## config.mk

```make
export PLATFORM = sky130hd
export DESIGN_NAME = can_frame_format_decoder
export DESIGN_NICKNAME = d
export VERILOG_FILES = /design/src/rtl/can_frame_format_decoder_pkg.sv /design/src/rtl/can_frame_format_decoder_dlc_len.sv /design/src/rtl/can_frame_format_decoder.sv
export SDC_FILE = /design/constraint.sdc
export NUM_CORES = 1
export LEC_CHECK = 0
export ABC_AREA = 1
export BUFFER_PORTS_ARGS = -buffer_cell sky130_fd_sc_hd__buf_4
export CAP_MARGIN = 20
export CORE_MARGIN = 3
export CORE_UTILIZATION = 62
export DETAILED_ROUTE_END_ITERATION = 12
export PLACE_DENSITY = 0.88
export SYNTH_ARGS = -nofsm -noshare
export SYNTH_HDL_FRONTEND = slang
export SYNTH_SLANG_ARGS = --single-unit
```

## constraint.sdc

```tcl
create_clock -name clk -period 6.04 [get_ports clk]
set_input_delay 0.906 -clock clk [delete_from_list [all_inputs] [get_ports clk]]
set_output_delay 0.906 -clock clk [all_outputs]
set_load 0.02 [all_outputs]
```

## src/rtl/can_frame_format_decoder_pkg.sv

```systemverilog
// Shared types and field lengths for the CAN frame-format decoder and its
// DLC-to-length helper.
package can_fmt_pkg;

  typedef enum logic [1:0] {
    FT_CLASSIC_DATA   = 2'b00,
    FT_CLASSIC_REMOTE = 2'b01,
    FT_FD_DATA        = 2'b10,
    FT_NONE           = 2'b11
  } frame_type_t;

  typedef enum logic [3:0] {
    ST_IDLE    = 4'd0,
    ST_BASE_ID = 4'd1,
    ST_B12     = 4'd2,
    ST_IDE     = 4'd3,
    ST_EXT_ID  = 4'd4,
    ST_RTR_X   = 4'd5,
    ST_FDF     = 4'd6,
    ST_R0      = 4'd7,
    ST_RES     = 4'd8,
    ST_BRS     = 4'd9,
    ST_ESI     = 4'd10,
    ST_DLC     = 4'd11
  } fmt_state_t;

  localparam int BASE_ID_LEN = 11;
  localparam int EXT_ID_LEN  = 18;
  localparam int DLC_LEN     = 4;
  localparam int ID_W        = 29;
  localparam int CNT_W       = 5;

  // Counter value seen while sampling the last bit of a field of 'len' bits.
  function automatic logic [CNT_W-1:0] last_cnt(input int len);
    return CNT_W'(len - 1);
  endfunction

endpackage

```

## src/rtl/can_frame_format_decoder_dlc_len.sv

```systemverilog
// can_dlc_len: combinational DLC + frame type -> payload byte count.
// Shared with the TX path so both directions agree on the FD length table.
module can_dlc_len
  import can_fmt_pkg::*;
#(
  parameter int LEN_W = 7
) (
  input  logic [3:0]       dlc,
  input  frame_type_t      frame_type,
  output logic [LEN_W-1:0] data_len
);

  logic [6:0] len_s;

  // Classic data saturates at 8 bytes; FD uses the extended table; remote and none carry nothing.
  always_comb begin
    len_s = 7'd0;
    case (frame_type)
      FT_CLASSIC_DATA: begin
        if (dlc > 4'd8) begin
          len_s = 7'd8;
        end else begin
          len_s = {3'd0, dlc};
        end
      end
      FT_FD_DATA: begin
        case (dlc)
          4'd9:    len_s = 7'd12;
          4'd10:   len_s = 7'd16;
          4'd11:   len_s = 7'd20;
          4'd12:   len_s = 7'd24;
          4'd13:   len_s = 7'd32;
          4'd14:   len_s = 7'd48;
          4'd15:   len_s = 7'd64;
          default: len_s = {3'd0, dlc};
        endcase
      end
      default: len_s = 7'd0;
    endcase
    data_len = LEN_W'(len_s);
  end

endmodule

```

## src/rtl/can_frame_format_decoder.sv

```systemverilog
// can_frame_format_decoder: walks destuffed arbitration/control bits on
// sample-point strobes and reports frame type, ID, IDE, BRS, ESI, DLC and
// payload length. Optional macro CAN_FMT_PROTOCOL_EXC_EN adds proto_exc,
// which flags a recessive FD reserved bit and aborts the decode.
module can_frame_format_decoder
  import can_fmt_pkg::*;
#(
  parameter int FD_ENABLE = 1,
  parameter int LEN_W     = 7
) (
  input  logic             clk,
  input  logic             reset,
  input  logic             sp_valid,
  input  logic             rx_bit,
  input  logic             sof,
  input  logic             abort,
  output logic             busy,
  output logic             fmt_valid,
  output logic [1:0]       frame_type,
  output logic             ide,
  output logic [28:0]      id,
  output logic             brs,
  output logic             esi,
  output logic [3:0]       dlc,
  output logic [LEN_W-1:0] data_len
`ifdef CAN_FMT_PROTOCOL_EXC_EN
  ,
  output logic             proto_exc
`endif
);

  fmt_state_t        state_q, state_d;
  logic [CNT_W-1:0]  cnt_q, cnt_d;
  logic [ID_W-1:0]   id_acc_q, id_acc_d;
  logic              rtr_q, rtr_d, ide_acc_q, ide_acc_d, fd_q, fd_d;
  logic              brs_acc_q, brs_acc_d, esi_acc_q, esi_acc_d;
  logic [2:0]        dlc_acc_q, dlc_acc_d;

  logic              busy_q, busy_d, fmt_valid_q, fmt_valid_d;
  frame_type_t       frame_type_q, frame_type_d;
  logic              ide_q, ide_d, brs_q, brs_d, esi_q, esi_d;
  logic [ID_W-1:0]   id_q, id_d;
  logic [3:0]        dlc_q, dlc_d;
  logic [LEN_W-1:0]  data_len_q, data_len_d;
  logic              proto_exc_q, proto_exc_d;

  logic [3:0]        dlc_full_s;
  frame_type_t       ftype_s;
  logic [LEN_W-1:0]  data_len_s;
  logic              exc_s, kill_s;

  assign dlc_full_s = {dlc_acc_q, rx_bit};
  assign ftype_s    = fd_q ? FT_FD_DATA : (rtr_q ? FT_CLASSIC_REMOTE : FT_CLASSIC_DATA);

  can_dlc_len #(.LEN_W(LEN_W)) u_dlc_len (
    .dlc        (dlc_full_s),
    .frame_type (ftype_s),
    .data_len   (data_len_s)
  );

`ifdef CAN_FMT_PROTOCOL_EXC_EN
  assign exc_s = sp_valid & ~sof & rx_bit & (state_q == ST_RES);
`else
  assign exc_s = 1'b0;
`endif
  assign kill_s = abort | exc_s;

  // Next-state, field accumulation and completion/abort output update.
  always_comb begin
    state_d      = state_q;
    cnt_d        = cnt_q;
    id_acc_d     = id_acc_q;
    rtr_d        = rtr_q;
    ide_acc_d    = ide_acc_q;
    fd_d         = fd_q;
    brs_acc_d    = brs_acc_q;
    esi_acc_d    = esi_acc_q;
    dlc_acc_d    = dlc_acc_q;
    fmt_valid_d  = 1'b0;
    frame_type_d = frame_type_q;
    ide_d        = ide_q;
    id_d         = id_q;
    brs_d        = brs_q;
    esi_d        = esi_q;
    dlc_d        = dlc_q;
    data_len_d   = data_len_q;
    proto_exc_d  = exc_s & ~abort;

    if (kill_s) begin
      state_d      = ST_IDLE;
      frame_type_d = FT_NONE;
      ide_d        = 1'b0;
      id_d         = '0;
      brs_d        = 1'b0;
      esi_d        = 1'b0;
      dlc_d        = 4'd0;
      data_len_d   = '0;
    end else if (sp_valid && sof) begin
      // SOF restarts from scratch, discarding any partial frame.
      state_d   = ST_BASE_ID;
      cnt_d     = 5'd0;
      id_acc_d  = '0;
      rtr_d     = 1'b0;
      ide_acc_d = 1'b0;
      fd_d      = 1'b0;
      brs_acc_d = 1'b0;
      esi_acc_d = 1'b0;
      dlc_acc_d = 3'd0;
    end else if (sp_valid) begin
      case (state_q)
        ST_IDLE: state_d = ST_IDLE;
        ST_BASE_ID: begin
          id_acc_d = {id_acc_q[ID_W-2:0], rx_bit};
          cnt_d    = cnt_q + 5'd1;
          if (cnt_q == last_cnt(BASE_ID_LEN)) begin
            state_d = ST_B12;
          end else begin
            state_d = ST_BASE_ID;
          end
        end
        ST_B12: begin
          rtr_d   = rx_bit;
          state_d = ST_IDE;
        end
        ST_IDE: begin
          ide_acc_d = rx_bit;
          cnt_d     = 5'd0;
          if (rx_bit) begin
            state_d = ST_EXT_ID;
          end else begin
            state_d = ST_FDF;
          end
        end
        ST_EXT_ID: begin
          id_acc_d = {id_acc_q[ID_W-2:0], rx_bit};
          cnt_d    = cnt_q + 5'd1;
          if (cnt_q == last_cnt(EXT_ID_LEN)) begin
            state_d = ST_RTR_X;
          end else begin
            state_d = ST_EXT_ID;
          end
        end
        ST_RTR_X: begin
          rtr_d   = rx_bit;
          state_d = ST_FDF;
        end
        ST_FDF: begin
          cnt_d = 5'd0;
          if ((FD_ENABLE != 0) && rx_bit) begin
            fd_d    = 1'b1;
            state_d = ST_RES;
          end else if (ide_acc_q) begin
            fd_d    = 1'b0;
            state_d = ST_R0;
          end else begin
            fd_d    = 1'b0;
            state_d = ST_DLC;
          end
        end
        ST_R0: begin
          cnt_d   = 5'd0;
          state_d = ST_DLC;
        end
        ST_RES: state_d = ST_BRS;
        ST_BRS: begin
          brs_acc_d = rx_bit;
          state_d   = ST_ESI;
        end
        ST_ESI: begin
          esi_acc_d = rx_bit;
          cnt_d     = 5'd0;
          state_d   = ST_DLC;
        end
        ST_DLC: begin
          dlc_acc_d = {dlc_acc_q[1:0], rx_bit};
          cnt_d     = cnt_q + 5'd1;
          if (cnt_q == last_cnt(DLC_LEN)) begin
            state_d      = ST_IDLE;
            fmt_valid_d  = 1'b1;
            frame_type_d = ftype_s;
            ide_d        = ide_acc_q;
            id_d         = ide_acc_q ? id_acc_q : {18'd0, id_acc_q[10:0]};
            brs_d        = fd_q & brs_acc_q;
            esi_d        = fd_q & esi_acc_q;
            dlc_d        = dlc_full_s;
            data_len_d   = data_len_s;
          end else begin
            state_d = ST_DLC;
          end
        end
        default: state_d = ST_IDLE;
      endcase
    end else begin
      state_d = state_q;
    end

    busy_d = (state_d != ST_IDLE);
  end

  // State, accumulators and registered outputs.
  always_ff @(posedge clk or posedge reset) begin
    if (reset) begin
      state_q      <= ST_IDLE;
      cnt_q        <= 5'd0;
      id_acc_q     <= '0;
      rtr_q        <= 1'b0;
      ide_acc_q    <= 1'b0;
      fd_q         <= 1'b0;
      brs_acc_q    <= 1'b0;
      esi_acc_q    <= 1'b0;
      dlc_acc_q    <= 3'd0;
      busy_q       <= 1'b0;
      fmt_valid_q  <= 1'b0;
      frame_type_q <= FT_NONE;
      ide_q        <= 1'b0;
      id_q         <= '0;
      brs_q        <= 1'b0;
      esi_q        <= 1'b0;
      dlc_q        <= 4'd0;
      data_len_q   <= '0;
      proto_exc_q  <= 1'b0;
    end else begin
      state_q      <= state_d;
      cnt_q        <= cnt_d;
      id_acc_q     <= id_acc_d;
      rtr_q        <= rtr_d;
      ide_acc_q    <= ide_acc_d;
      fd_q         <= fd_d;
      brs_acc_q    <= brs_acc_d;
      esi_acc_q    <= esi_acc_d;
      dlc_acc_q    <= dlc_acc_d;
      busy_q       <= busy_d;
      fmt_valid_q  <= fmt_valid_d;
      frame_type_q <= frame_type_d;
      ide_q        <= ide_d;
      id_q         <= id_d;
      brs_q        <= brs_d;
      esi_q        <= esi_d;
      dlc_q        <= dlc_d;
      data_len_q   <= data_len_d;
      proto_exc_q  <= proto_exc_d;
    end
  end

  assign busy       = busy_q;
  assign fmt_valid  = fmt_valid_q;
  assign frame_type = frame_type_q;
  assign ide        = ide_q;
  assign id         = id_q;
  assign brs        = brs_q;
  assign esi        = esi_q;
  assign dlc        = dlc_q;
  assign data_len   = data_len_q;
`ifdef CAN_FMT_PROTOCOL_EXC_EN
  assign proto_exc  = proto_exc_q;
`else
  logic unused_exc_s;
  assign unused_exc_s = proto_exc_q;
`endif

endmodule

```

== After elaboration in Yosys (flattened, before gate mapping) ==
Index checks and enable logic that the tools add are counted.

* Add/sub/neg operators: 1
* $lt $le $gt $ge: 1
* Eq/ne operators: 23
* Mux-type cells: 81
* Bitwise logic cells: 3
* Reductions and logical operators: 29

{| class="wikitable"
|+ Operator list
! kind !! number
|-
| $mux W29 || 9
|-
| $pmux W7 S7 || 1
|-
| $mux W4 || 12
|-
| $eq A4 B4 Y1 const B || 11
|-
| $pmux W4 S10 || 1
|-
| $mux W1 || 38
|-
| $mux W7 || 5
|-
| $reduce_and A3 Y1 || 8
|-
| $reduce_bool A2 Y1 || 11
|-
| $eq A4 B3 Y1 const B || 4
|-
| $mux W2 || 8
|-
| $pmux W7 S2 || 1
|-
| $mux W5 || 2
|-
| $pmux W5 S2 || 1
|-
| $mux W3 || 3
|-
| $eq A4 B2 Y1 const B || 2
|-
| $reduce_or A2 Y1 || 3
|-
| $add A5 B1 Y5 const B || 1
|-
| $eq A5 B2 Y1 const B || 1
|-
| $eq A5 B4 Y1 const B || 1
|-
| $eq A5 B5 Y1 const B || 1
|-
| $eq A4 B1 Y1 const B || 1
|-
| $gt A4 B4 Y1 const B || 1
|-
| $reduce_and A4 Y1 || 1
|-
| other kinds (10) || 11
|}

* Flip-flop bits (word level): 93
* Input bits: 6
* Output and inout bits: 47
* Word-level logic and storage cells: 156

== Depth between registers and ports, before layout ==
* Word-level depth: 9
* Gate-level depth with buffers: 14

== Hierarchy ==
A second synthesis with hierarchy kept.

* Cell total of the unflattened synthesis: 489
* Area, all modules: 4144.0 um^2

{| class="wikitable"
|+ Modules (own cells, without submodules)
! module !! instances !! cells an instance !! area an instance (um^2) !! seq. area each (um^2)
|-
| can_frame_format_decoder || 1 || 466 || 4046.4 || 2329.7
|-
| can_dlc_len || 1 || 23 || 97.6 || 0.0
|}

== Least setup slack after synthesis ==
OpenSTA, ideal clock, no wires.

* Path type: input to register
* From: input sp_valid
* To: register id_acc_q[11]
* Library setup time: 0.126 ns
* Arrival time: 1.914 ns
* Setup slack: 4.000 ns
* Stages on the path: 8
* Path through: buf_2 > inv_1 > nor2_2 > o21ai_2 > inv_1 > buf_4 > clkbuf_2 > o21ai_0

* Word-level cells in the longest chain between the ends: 3

{| class="wikitable"
|+ RTL lines
! what !! RTL line !! source
|-
| start, declared || can_frame_format_decoder.sv:13 || <nowiki>input logic sp_valid,</nowiki>
|-
| $logic_and A1 B1 Y1 || can_frame_format_decoder.sv:98 || <nowiki>end else if (sp_valid && sof) begin</nowiki>
|-
| $reduce_bool A2 Y1 (no source line) || -- ||
|-
| $reduce_and A3 Y1 (no source line) || -- ||
|-
| end signal, assigned || can_frame_format_decoder.sv:225 || <nowiki>id_acc_q <= id_acc_d;</nowiki>
|-
| end, declared || can_frame_format_decoder.sv:34 || <nowiki>logic [ID_W-1:0] id_acc_q, id_acc_d;</nowiki>
|}

Parallel ways exist; a longest one is shown, timed or not.
A chain may end at the register's enable or synchronous reset.

== Worst setup path in the final report ==
* From: input sp_valid
* To: register id_q[27] (netlist: id[27])

* Word-level cells in the longest chain between the ends: 3

{| class="wikitable"
|+ RTL lines
! what !! RTL line !! source
|-
| $logic_and A1 B1 Y1 || can_frame_format_decoder.sv:98 ||
|-
| $ne A2 B2 Y1 (no source line) || -- ||
|-
| $reduce_and A4 Y1 (no source line) (*) || -- ||
|-
| end signal, assigned || can_frame_format_decoder.sv:236 || <nowiki>id_q <= id_d;</nowiki>
|-
| end, declared || can_frame_format_decoder.sv:42 || <nowiki>logic [ID_W-1:0] id_q, id_d;</nowiki>
|}

Mark *: on every way between the ends. The rest lies on a longest branch, timed or not.

==> impl_metrics.ini <==
[status]
status = finished clean

[die]
dieArea_um2 = 7738
die_h_um = 87.97
initial_core_util_pct = 64.85
design.core.area_um2 = 6422
io_pins = 53
dieWidth_um = 87.97
rows = 29

[power]
p_leak_nw = 2.418
vdd_drop_max_uv = 127.6
powerDensity_nw_per_um2 = 275.8

[layout]
antenna_cells = 0
fin_cells = 608
drive_above_1_share_pct = 18.46
area_growth_pct = 15.68
finalNetCount = 536

[sta]
rsz0062_at_grt = no
period_share_pct = 37.23
tightest_slew_ns = 0.7069
hold_viol = 0
finalMaxSlewViolations = 0
maxSlewHeadroom_pct = 52.81
finalSetupViolCount = 0
fin_skew_ns = 0.01256
min_period_ns = 2.249
fmax_mhz = 444.7
holdWs_ns = 0.4875
fin_setup_tns_ns = 0

[detailed_routing]
drtAntennaViolNets = 0
wirelength_um = 9220
vias_per_cell = 5.674
first_pass_iters = 5
vias = 3450
drtIter0Drc = 358
drc = 0
post_drt_wl_per_cell_um = 15.16

[critical_path]
worstPathArrival_ns = 2.52
crit_family = simple AND/OR/NAND/NOR gates
critPathRequiredTime_ns = 6.31
max_stage_delay_ns = 0.37
worstPathCellList = buf_4, inv_1, nor3_2, nand3_2, inv_2, nand2_4, o21ai_0
worst-path-buf-inv = 3
path_class = in -> reg
critPathSlowestCell = nand3_2
cp-start-kind = input pin
critical_path.max_fanout = 19
critPathCaptureType = flip-flop

[synth]
synthCells = 477
ys_types = 32
synth-seq-cells = 93
synth_flop_cell = dfrtp_1
yosysWarnings = 0
syn_avg_cell_area_um2 = 8.732
synth_top_area_share_pct = 54.67
synthArstFlopShare_pct = 100.0
synth-edff-count = 0
synthTopCellsByCount = 112 x nand2_1, 91 x dfrtp_1, 66 x o21ai_0
yosys.area.top_type = dfrtp_1
yosysMostFrequentCell = nand2_1
ys_seq_area_share_pct = 55.93
syn_area_um2 = 4165
syn_nets = 486
ys_top_cells_by_area = dfrtp_1 55%, nand2_1 10%, o21ai_0 7.9%

[global_routing]
grt.total_usage_pct = 25.08
grt_antenna_before_repair = 0
grt_max_degree = 94
overflow = 0
grt_first_pass_wirelength_um = 14940
grt_pass1_vias = 3155

[cts]
clockBufferDepth = 2
cts_setup_buffers = 0
numCtsBuffers = 9
clkSinkCount = 93
clock-root-buffer = clkbuf_8
htree_levels = 3
cts_tree = built
worstSkewPairLatency_ns = 0.36
cts.clk_slew.worst_paths_ns = 0.09
cts_resized = 0
hold_buffers = 0

[job]
cap_violations = 0

[place]
port_buffers = 52
place_hpwl_um = 5998
dp_cells = 591
place.gp.congestion = 0.9574

[min_path]
hold_class = reg -> reg
-- per-stage QoR --
step / power [mW] / setup WS (ns) / instance area (um^2) / util (%)
2_1_floorplan: 0.8230 / 2.717 / 4165 / -
3_3_place_gp: 0.8543 / 3.313 / 4542 / 70.72
3_5_place_dp: 0.8648 / 3.214 / 4542 / 70.72
4_1_cts: 1.320 / 3.588 / 4763 / 74.17
5_1_grt: 1.384 / 3.659 / 4818 / 75.02
6_report: 1.329 / 3.791 / 4818 / 75.02
-- routing by layer --
metal | up-vias | part of all wire, % | GRT usage (%)
met5 | - | 0 | 0
met4 | 0 | 2.1 | 7.671
met3 | 18 | 5.6 | 5.362
met2 | 140 | 50 | 40.82
met1 | 1656 | 43 | 34.02
li1 | 1636 | - | -
-- cell type report --
cell class,instances,area [um^2]
inverter,62,234.0
fill,437,1604
tap,77,96.34
timing repair buffer,56,460.4
clock inverter,5,83.83
sequential,93,2330
multi-input combinational,305,1476
clock buffer,10,137.6
-- worst register-to-register path, cell delays in order (launching register included) --
cell and delay (ns):
dfrtp_1 0.43, inv_2 0.12, nand2_4 0.07, nor2_4 0.14, inv_2 0.06, nor3_2 0.16
nand3_2 0.37, inv_2 0.33, nand2_4 0.21, o21ai_0 0.25
-- where the power goes --
part	total, mW	internal (mW)	switching (mW)	leakage [nW]
clock	0.464	0.244	0.221	0.105
sequential	0.720	0.679	0.0411	1.26
combinational	0.144	0.0410	0.103	1.05
-- path summary, 6_finish.rpt --
path                             from             to  slack [ns]  depth (start not counted)
min in group asynchronous       reset          id[4]        0.62                          3
max in group asynchronous       reset  frame_type[1]        4.73                          4
min                            dlc[1]         dlc[1]        0.49                          2
max                          sp_valid         id[27]        3.79                          7
max reg2reg                state_q[2]         id[27]        3.81                          9
min reg2reg                    dlc[1]         dlc[1]        0.49                          2
-- logic make-up after synthesis --
group                      after synthesis  synth area share [%]
DFF                                     93                 55.93
buffers and inverters                   79                 8.621
xor gates and xnor gates                 2                0.4206
and+or+nand+nor                        197                 20.28
adders and majority gates                3                0.9013
AOI/OAI and AO/OA                      103                 13.85
-- state kept, by name, summed over array words and instances, names as in the netlist --
name and count:
brs 1, brs_acc_q 1, busy 1, cnt_q 5, data_len 7, dlc 4, dlc_acc_q 3, esi 1
esi_acc_q 1, fd_q 1, fmt_valid 1, frame_type 2, id 29, id_acc_q 29, ide 1, ide_acc_q 1
rtr_q 1, state_q 4
-- placed cells by master (no fill, tap or decap), types with 3 or more instances in the layout --
cell / netlist / layout
clkbuf_8: 1 / 10
nor2_1: 30 / 30
a31oi_1: 3 / 3
nor3_1: 4 / 4
ha_1: 3 / 3
a21oi_1: 13 / 13
nand4_1: 3 / 3
nand3_1: 40 / 40
dfrtp_1: 91 / 91
inv_2: 4 / 4
inv_1: 57 / 56
o21ai_2: 12 / 12
o21ai_0: 66 / 66
nand2_1: 112 / 112
buf_4: 3 / 54
o21ai_1: 4 / 4
o31ai_1: 3 / 3
No activity file was read; power rests on OpenSTA's default activity.
